**src/rtl/cpu_ctrl_pkg.sv**
```systemverilog
// Shared definitions for the multicycle control path: FSM states, opcodes,
// instruction classes, one-hot ALU class codes and PC source encodings.
// Imported by mc_opdecode and mc_control.
package cpu_ctrl_pkg;

  typedef enum logic [2:0] {
    ST_FETCH  = 3'd0,
    ST_DECODE = 3'd1,
    ST_EXEC   = 3'd2,
    ST_MEM    = 3'd3,
    ST_WB     = 3'd4,
    ST_HALT   = 3'd5
  } state_e;

  // Instruction class produced by the opcode decoder.
  typedef enum logic [3:0] {
    CLS_RTYPE   = 4'd0,
    CLS_LW      = 4'd1,
    CLS_SW      = 4'd2,
    CLS_ADDI    = 4'd3,
    CLS_SLTI    = 4'd4,
    CLS_BEQ     = 4'd5,
    CLS_BNE     = 4'd6,
    CLS_JMP     = 4'd7,
    CLS_HALT    = 4'd8,
    CLS_ILLEGAL = 4'd9
  } instr_cls_e;

  // Opcodes (R-type is the whole 00xxx block).
  localparam logic [4:0] OP_LW   = 5'b01000;
  localparam logic [4:0] OP_SW   = 5'b01001;
  localparam logic [4:0] OP_ADDI = 5'b01010;
  localparam logic [4:0] OP_SLTI = 5'b01011;
  localparam logic [4:0] OP_BEQ  = 5'b10000;
  localparam logic [4:0] OP_BNE  = 5'b10001;
  localparam logic [4:0] OP_JMP  = 5'b11000;
  localparam logic [4:0] OP_HALT = 5'b11111;

  // One-hot ALU class seen by the ALU-control decoder.
  localparam logic [4:0] ALU_FUNCT = 5'b00001;
  localparam logic [4:0] ALU_ADD   = 5'b00010;
  localparam logic [4:0] ALU_SUB   = 5'b00100;
  localparam logic [4:0] ALU_SLT   = 5'b01000;
  localparam logic [4:0] ALU_CMP   = 5'b10000;

  // PC source select.
  localparam logic [1:0] PC_PLUS1  = 2'd0;
  localparam logic [1:0] PC_BRANCH = 2'd1;
  localparam logic [1:0] PC_JUMP   = 2'd2;

endpackage

```
**src/rtl/mc_opdecode.sv**
```systemverilog
// Opcode-to-instruction-class decoder with an illegal-opcode flag.
// Latency: purely combinational. Backpressure: none.
// Ports: op_code_i (5-bit opcode), cls_o (instruction class), illegal_o (undefined opcode).
module mc_opdecode
  import cpu_ctrl_pkg::*;
(
  input  logic [4:0] op_code_i,
  output instr_cls_e cls_o,
  output logic       illegal_o
);

  always_comb begin
    cls_o     = CLS_ILLEGAL;
    illegal_o = 1'b0;
    casez (op_code_i)
      5'b00???: cls_o = CLS_RTYPE;
      OP_LW:    cls_o = CLS_LW;
      OP_SW:    cls_o = CLS_SW;
      OP_ADDI:  cls_o = CLS_ADDI;
      OP_SLTI:  cls_o = CLS_SLTI;
      OP_BEQ:   cls_o = CLS_BEQ;
      OP_BNE:   cls_o = CLS_BNE;
      OP_JMP:   cls_o = CLS_JMP;
      OP_HALT:  cls_o = CLS_HALT;
      default: begin
        cls_o     = CLS_ILLEGAL;
        illegal_o = 1'b1;
      end
    endcase
  end

endmodule

```
**src/rtl/mc_control.sv**
```systemverilog
// Multicycle sequencing controller: FETCH/DECODE/EXEC/MEM/WB/HALT plus retired-instruction counter.
// Latency: strobes are combinational from state/op_code/zero; 2..5 cycles per instruction with mem_ready high.
// Backpressure: FETCH and MEM hold mem_req (and mem_we) until mem_ready; mem_ready ignored elsewhere.
// Ports: clk/reset (sync, active-high); op_code, zero, mem_ready in; memory, PC, IR, ALU and
// register-file strobes out; illegal pulse, halted flag and retired count for observability.
module mc_control
  import cpu_ctrl_pkg::*;
#(
  parameter int CNT_W = 16
) (
  input  logic             clk,
  input  logic             reset,
  input  logic [4:0]       op_code,
  input  logic             zero,
  input  logic             mem_ready,
  output logic             mem_req,
  output logic             mem_we,
  output logic             mem_addr_sel,
  output logic             ir_we,
  output logic             pc_we,
  output logic [1:0]       pc_src,
  output logic             alu_src_b,
  output logic [4:0]       alu_code,
  output logic             reg_we,
  output logic             reg_dst_mem,
  output logic             illegal,
  output logic             halted,
  output logic [CNT_W-1:0] retired
);

  state_e           state_q, state_d;
  logic [CNT_W-1:0] retired_q, retired_d;
  instr_cls_e       cls;
  logic             dec_illegal;
  logic             retire;
  logic             br_taken;

  mc_opdecode u_opdecode (
    .op_code_i (op_code),
    .cls_o     (cls),
    .illegal_o (dec_illegal)
  );

  // BEQ branches on zero, BNE on not-zero.
  assign br_taken = (cls == CLS_BEQ) ? zero : ~zero;

  always_comb begin
    state_d      = state_q;
    retire       = 1'b0;
    mem_req      = 1'b0;
    mem_we       = 1'b0;
    mem_addr_sel = 1'b0;
    ir_we        = 1'b0;
    pc_we        = 1'b0;
    pc_src       = PC_PLUS1;
    alu_src_b    = 1'b0;
    alu_code     = ALU_ADD;
    reg_we       = 1'b0;
    reg_dst_mem  = 1'b0;
    illegal      = 1'b0;
    halted       = 1'b0;

    case (state_q)
      ST_FETCH: begin
        mem_req = 1'b1;
        if (mem_ready) begin
          ir_we   = 1'b1;
          pc_we   = 1'b1;
          state_d = ST_DECODE;
        end
      end

      ST_DECODE: begin
        case (cls)
          CLS_JMP: begin
            pc_we   = 1'b1;
            pc_src  = PC_JUMP;
            retire  = 1'b1;
            state_d = ST_FETCH;
          end
          CLS_HALT: begin
            retire  = 1'b1;
            state_d = ST_HALT;
          end
          CLS_ILLEGAL: begin
            illegal = dec_illegal;
            state_d = ST_FETCH;
          end
          default: state_d = ST_EXEC;
        endcase
      end

      ST_EXEC: begin
        case (cls)
          CLS_RTYPE: begin
            alu_code = ALU_FUNCT;
            state_d  = ST_WB;
          end
          CLS_LW, CLS_SW: begin
            alu_src_b = 1'b1;
            state_d   = ST_MEM;
          end
          CLS_ADDI: begin
            alu_src_b = 1'b1;
            state_d   = ST_WB;
          end
          CLS_SLTI: begin
            alu_code  = ALU_SLT;
            alu_src_b = 1'b1;
            state_d   = ST_WB;
          end
          CLS_BEQ, CLS_BNE: begin
            alu_code = ALU_CMP;
            pc_we    = br_taken;
            pc_src   = br_taken ? PC_BRANCH : PC_PLUS1;
            retire   = 1'b1;
            state_d  = ST_FETCH;
          end
          // JMP/HALT/illegal never reach EXEC; recover to FETCH if op_code glitches.
          default: state_d = ST_FETCH;
        endcase
      end

      ST_MEM: begin
        mem_req      = 1'b1;
        mem_addr_sel = 1'b1;
        mem_we       = (cls == CLS_SW);
        if (mem_ready) begin
          if (cls == CLS_SW) begin
            retire  = 1'b1;
            state_d = ST_FETCH;
          end else begin
            state_d = ST_WB;
          end
        end
      end

      ST_WB: begin
        reg_we      = 1'b1;
        reg_dst_mem = (cls == CLS_LW);
        retire      = 1'b1;
        state_d     = ST_FETCH;
      end

      ST_HALT: halted = 1'b1;

      default: state_d = ST_FETCH;
    endcase

    // Reset silences every strobe in the same cycle, before the state register is cleared.
    if (reset) begin
      state_d      = ST_FETCH;
      retire       = 1'b0;
      mem_req      = 1'b0;
      mem_we       = 1'b0;
      mem_addr_sel = 1'b0;
      ir_we        = 1'b0;
      pc_we        = 1'b0;
      pc_src       = PC_PLUS1;
      alu_src_b    = 1'b0;
      alu_code     = ALU_ADD;
      reg_we       = 1'b0;
      reg_dst_mem  = 1'b0;
      illegal      = 1'b0;
      halted       = 1'b0;
    end
  end

  // Counter wraps naturally at 2^CNT_W.
  assign retired_d = retire ? retired_q + {{(CNT_W-1){1'b0}}, 1'b1} : retired_q;

  always_ff @(posedge clk) begin
    if (reset) begin
      state_q   <= ST_FETCH;
      retired_q <= '0;
    end else begin
      state_q   <= state_d;
      retired_q <= retired_d;
    end
  end

  assign retired = retired_q;

endmodule
```
**config.mk**
```make
export PLATFORM = sky130hd
export DESIGN_NAME = mc_control
export DESIGN_NICKNAME = d
export VERILOG_FILES = /design/src/rtl/cpu_ctrl_pkg.sv /design/src/rtl/mc_opdecode.sv /design/src/rtl/mc_control.sv
export SDC_FILE = /design/constraint.sdc
export NUM_CORES = 1
export LEC_CHECK = 0
export BUFFER_PORTS_ARGS = -buffer_cell sky130_fd_sc_hd__buf_2
export CORE_MARGIN = 2
export CORE_UTILIZATION = 45
export CTS_CLUSTER_SIZE = 12
export DETAILED_ROUTE_END_ITERATION = 8
export PLACE_DENSITY = 0.71
export REMOVE_ABC_BUFFERS = 1
export SLEW_MARGIN = 5
export SYNTH_ARGS = -nofsm -noshare
export SYNTH_HDL_FRONTEND = slang
export SYNTH_SLANG_ARGS = --single-unit
```
**constraint.sdc**
```tcl
create_clock -name clk -period 2.3 [get_ports clk]
set_input_delay 0.115 -clock clk [delete_from_list [all_inputs] [get_ports clk]]
set_output_delay 0.115 -clock clk [all_outputs]
set_load 0.005 [all_outputs]
```
==> impl_metrics.ini, run 1 <==
[outcome]
status = finished, final reports clean

[die]
core-area_mm2 = 0.003053
dieArea_mm2 = 0.003689
die_y_um = 60.74
rows = 20
io_pins = 42
die_width_um = 60.74
start_util_pct = 47.46

[worst_setup_path]
cp_cell_sequence = buf_4, nor2b_1, o211ai_1, buf_4, a21oi_1, mux2_1
cp-end-kind = flip-flop
crit_required_ns = 2.48
slowest_delay_ns = 0.41
worstPathArrival_ns = 2.16
reg2reg_slack_ns = 0.33
slowest_stage = dfxtp_1
path_buf_inv = 2
cp_max_fo = 8
path_common_cell = buf_4
startpoint_type = flip-flop
worst_path_dominant_cell_family = compound AO/OA/AOI/OAI gates
crit_type = reg2reg

[clocking]
cts_resized = 0
clk_path_buf_depth = 2
clock_latency_ns = 0.30
htreeDepth = 1
cts_tree = done
cts.clk_slew.worst_paths_ns = 0.10
cts_buffers = 3
root_buffer = clkbuf_4
cts.hold.buffers_added = 0
cts_sinks = 19
cts_setup_buffers = 0

[pwr]
sw_frac_of_total_pct = 28.85
total_power_mw = 0.6407
pwr-share-clk_pct = 26.3
p_seq_share_pct = 53.0
p_switching_mw = 0.1849
combinationalPowerShare_pct = 20.7
leakagePower_nw = 0.7835
powerDensity_mw_per_mm2 = 369.8
internal-power_mw = 0.4559
ir_drop_mv = 0.2153

[placement]
portBuffers = 40
dp_cells = 275
gp_congestion = 0.8585
dp_hpwl_um = 2606

[finish]
multi_input_area_um2 = 975.9
final_common_cell = buf_2
final_cell_mix = buf_2, nor2_1, dfxtp_1
layout.cells.non_filler = 279
antenna_cells = 0
fin_nets = 246
area_growth_pct = 19.60
fillCellCount = 326
seq_area_um2 = 380.4
drive_above_1_share_pct = 25.96

[synth]
avgSynthCellArea_um2 = 7.392
ys_seq_area_share_pct = 26.25
ys_warn_count = 0
post-synth-top-area-cell = dfxtp_1
synth_ff_type = dfxtp_1
async_flop_share_pct = 0
synthDistinctLibCells = 43
synthCells = 196
synth-edff-count = 0
yosys-top-cells-area = dfxtp_1, mux2_1, nor2_1
syn-cell-area_mm2 = 0.001449
ys_ff_latch = 19
synth_top_area_share_pct = 26.25

[run]
maxCapViolations = 0

[routing]
drtPass1Iterations = 4
num_vias = 1490
wl_per_cell_um = 12.38
routed_wl_um = 3455
drt_iter0_markers = 58
remaining_drc_errors = 0
viasPerCell = 5.341
ant_nets = 0

[global_route]
grt_overflow = 0
grt_pass1_vias = 1382
grt_usage_pct = 20.64
grt_pass1_wl_um = 5906
grt_max_degree = 36
antenna_found_initial = 0

[timing]
hold_viol_final = 0
rsz0062_at_grt = false
period_needed_ns = 1.975
fin_crit_sh_pct = 85.87
tightest_slew_ns = 0.7395
slew_violations = 0
setup_violations = 0
maxSlewHeadroom_pct = 50.48
clock_skew_ns = 0.01666
max_freq_ghz = 0.5064
fin_tns_setup_ns = 0

[min_path]
worstHoldPathType = in2reg
-- area by class of cell --
cell class                      instances  share of cell area (%)
Multi-Input combinational cell        158                   56.32
Sequential cell                        19                   21.95
Timing Repair Buffer                   51                   16.32
Tap cell                               44                   3.177
Clock buffer                            3                   1.300
Inverter                                3                  0.6498
Clock inverter                          1                  0.2888
-- power groups by stage --
| stage | combinational (mW) | sequential (mW) | clock, mW |
|---|---|---|---|
| after global placement | 0.131 | 0.347 | 0 |
| after global routing | 0.149 | 0.341 | 0.193 |
| after detailed placement | 0.132 | 0.347 | 0 |
| after CTS | 0.132 | 0.339 | 0.180 |
| final | 0.133 | 0.339 | 0.168 |
| after floorplan | 0.0614 | 0.351 | 0 |
-- worst min-delay path: cells and delay by family --
family | cells | cell delay (ns)
AO/OA/AOI/OAI | 2 | 0.14
AND/OR/NAND/NOR | 1 | 0.08
buffers and inverters | 1 | 0.15
-- metrics by stage --
step / setup WS (ns) / utilization, % / hold slack [ns] / instance area [um^2]
global placement: 0.1654 / 55.86 / 0.4970 / 1705
floorplan: 0.2248 / - / 0.1841 / 1368
global route: 0.09937 / 56.76 / 0.2537 / 1733
detailed placement: 0.1381 / 55.86 / 0.5006 / 1705
CTS: 0.3260 / 56.76 / 0.2156 / 1733
finish: 0.3251 / 56.76 / 0.2319 / 1733
-- sequential cells by signal, summed over array words and instances, names as in the netlist --
signal   cells
state_q      3
retired     16
-- logic make-up after synthesis --
kind of cell | share of synthesized area, %
other | 0.2588
AO/OA/AOI/OAI | 18.31
flip-flops | 26.25
adder cells (fa/ha/maj) | 0.8634
multiplexers | 11.57
XOR/XNOR | 0.6046
AND/OR/NAND/NOR | 35.75
buffers and inverters | 6.390
-- synthesized netlist by cell type (all sizes together) (2+ instances only) --
library cell,count
nor3,6
nand2b,4
nor2b,16
o21ai,5
nor2,28
and3,6
o22a,2
o22ai,3
or4b,2
inv,3
a21oi,16
a211oi,3
nand2,18
buf,5
clkbuf,11
a21o,2
nor4,2
mux2,14
dfxtp,19
nand3,13
a2111oi,2
-- path summary, 6_finish.rpt --
kind                                               from                       end  depth (start not counted)
worst min-delay path                          mem_ready   state_q[0]$_SDFFE_PP0P_                          4
worst min register to register  retired[1]$_SDFFE_PP0P_   retired[1]$_SDFFE_PP0P_                          2
worst max register to register  state_q[0]$_SDFFE_PP0P_  retired[10]$_SDFFE_PP0P_                          6
worst max-delay path            state_q[0]$_SDFFE_PP0P_  retired[10]$_SDFFE_PP0P_                          6
-- layer usage --
metal / track usage [%] / vias up / part of all wire, %
met5: 0 / - / 0
met2: 35.02 / 28 / 48
met3: 3.198 / 2 / 2.8
li1: - / 766 / -
met4: 4.658 / 0 / 0.43
met1: 27.61 / 694 / 49
No activity file was read; power rests on OpenSTA's default activity.
==> run 2: changes to the inputs <==
--- a/config.mk
+++ b/config.mk
@@ -6,11 +6,13 @@
 export NUM_CORES = 1
 export LEC_CHECK = 0
 export BUFFER_PORTS_ARGS = -buffer_cell sky130_fd_sc_hd__buf_2
+export CELL_PAD_IN_SITES_DETAIL_PLACEMENT = 1
+export CELL_PAD_IN_SITES_GLOBAL_PLACEMENT = 2
 export CORE_MARGIN = 2
-export CORE_UTILIZATION = 45
+export CORE_UTILIZATION = 28
 export CTS_CLUSTER_SIZE = 12
 export DETAILED_ROUTE_END_ITERATION = 8
-export PLACE_DENSITY = 0.71
+export PLACE_DENSITY_LB_ADDON = 0.1
 export REMOVE_ABC_BUFFERS = 1
 export SLEW_MARGIN = 5
 export SYNTH_ARGS = -nofsm -noshare
==> impl_metrics.ini, run 2 (synthesis gave the netlist of run 1 again) <==
[timing]
setup_violations = 0
slew_violations = 0
tightest_slew_ns = 0.7653
rsz0062_at_grt = false
maxSlewHeadroom_pct = 48.75
fin_crit_sh_pct = 88.37
hold_viol_final = 0
max_freq_ghz = 0.4920
hold_slack_ns = 0.09697
period_needed_ns = 2.033
fin_tns_setup_ns = 0
clock_skew_ns = 0.002322

[routing]
wl_per_cell_um = 14.66
remaining_drc_errors = 0
drt_iter0_markers = 38
num_vias = 1524
drtPass1Iterations = 4
routed_wl_um = 4441
ant_nets = 0
viasPerCell = 5.030

[clocking]
clk_path_buf_depth = 2
root_buffer = clkbuf_8
htreeDepth = 1
cts_sinks = 19
cts_setup_buffers = 0
cts_buffers = 3
cts.hold.buffers_added = 0
cts_tree = done
cts_resized = 0
clock_latency_ns = 0.26
cts.clk_slew.worst_paths_ns = 0.07

[min_path]
worstHoldPathType = in2reg
worstHoldStart = reset

[finish]
drive_above_1_share_pct = 24.89
fin_nets = 244
antenna_cells = 0
final_common_cell = buf_2
final_cell_mix = buf_2, nor2_1, dfxtp_1
area_growth_pct = 22.02
largest_reg_flops = 16

[worst_setup_path]
startpoint_type = flip-flop
cp_cell_sequence = nand2b_1, or4b_2, a21oi_1, o22ai_1, a2111oi_0
crit_type = reg2reg
worstPathArrival_ns = 2.18
r2r-start = state_q[0]$_SDFFE_PP0P_
cp_max_fo = 6
cp-end-kind = flip-flop
critPathLaunch = state_q[0]$_SDFFE_PP0P_
slowest_delay_ns = 0.63
slowest_stage = or4b_2
reg2reg_slack_ns = 0.27
crit_required_ns = 2.45

[placement]
portBuffers = 40
dp_hpwl_um = 3377
gp_congestion = 0.8826

[die]
start_util_pct = 28.73
core-area_mm2 = 0.005042
dieArea_mm2 = 0.005766
die_y_um = 75.94
die_width_um = 75.94
rows = 26
io_pins = 42

[global_route]
grt_pass1_wl_um = 7452
grt_overflow = 0
antenna_found_initial = 0
grt_max_degree = 34
grt_usage_pct = 15.60
grt_pass1_vias = 1495

[pwr]
powerDensity_mw_per_mm2 = 402.8
ir_drop_mv = 0.1847
leakagePower_nw = 0.7786
total_power_mw = 0.7120

[outcome]
status = finished, final reports clean

[run]
maxCapViolations = 0
[run 2: changes by cell type in the layout (fill, tap and decap cells not counted)]
| cell | before | now |
|---|---|---|
| buf_4 | 11 | 9 |
| clkinv_2 | 1 | 0 |
| clkbuf_1 | 0 | 1 |
| clkbuf_4 | 3 | 0 |
| clkbuf_8 | 0 | 3 |
[run 2: through the flow]
step | std cells | area [um^2] | setup WS, ns | utilization (%)
floorplan | 180 | 1368 | 0.2248 | -
global placement | 299 | 1723 | 0.1321 | 34.17
detailed placement | 299 | 1723 | 0.07501 | 34.17
CTS | 303 | 1768 | 0.2393 | 35.06
global route | 303 | 1768 | 0.1103 | 35.06
finish | 303 | 1768 | 0.2675 | 35.06
[run 2: final cells by class]
cell class                 count  area [um^2]
fill                         640         3274
multi-input combinational    158        975.9
sequential                    19        380.4
timing repair buffer          49        267.8
tap                           70        87.58
clock buffer                   4        45.04
inverter                       3        11.26
[run 2: worst max-delay path: cells and delay by family (launching register included)]
family             cells  cell delay [ns]
and+or+nand+nor        2             0.85
AOI/OAI and AO/OA      3             0.71
DFF                    1             0.36
[run 2: final timing paths]
path,end,cells after the start
setup / recovery,state_q[1]$_SDFFE_PP0P_,5
hold / removal,state_q[1]$_SDFFE_PP0P_,2
setup reg to reg,state_q[1]$_SDFFE_PP0P_,5
hold reg to reg,retired[1]$_SDFFE_PP0P_,2
[run 2: power by group]
part / internal (mW) / switching, mW / total [mW]
Combinational: 0.0536 / 0.0789 / 0.133
Clock: 0.123 / 0.117 / 0.240
Sequential: 0.333 / 0.00630 / 0.339
Total: 0.510 / 0.202 / 0.712
[run 2: layer usage]
metal / wire [um] / share of wire [%] / global-route usage, %
met1: 2071 / 47 / 20.12
met2: 2111 / 48 / 26.43
met3: 151 / 3.4 / 1.905
met4: 107 / 2.4 / 6.364
met5: 0 / 0 / 0
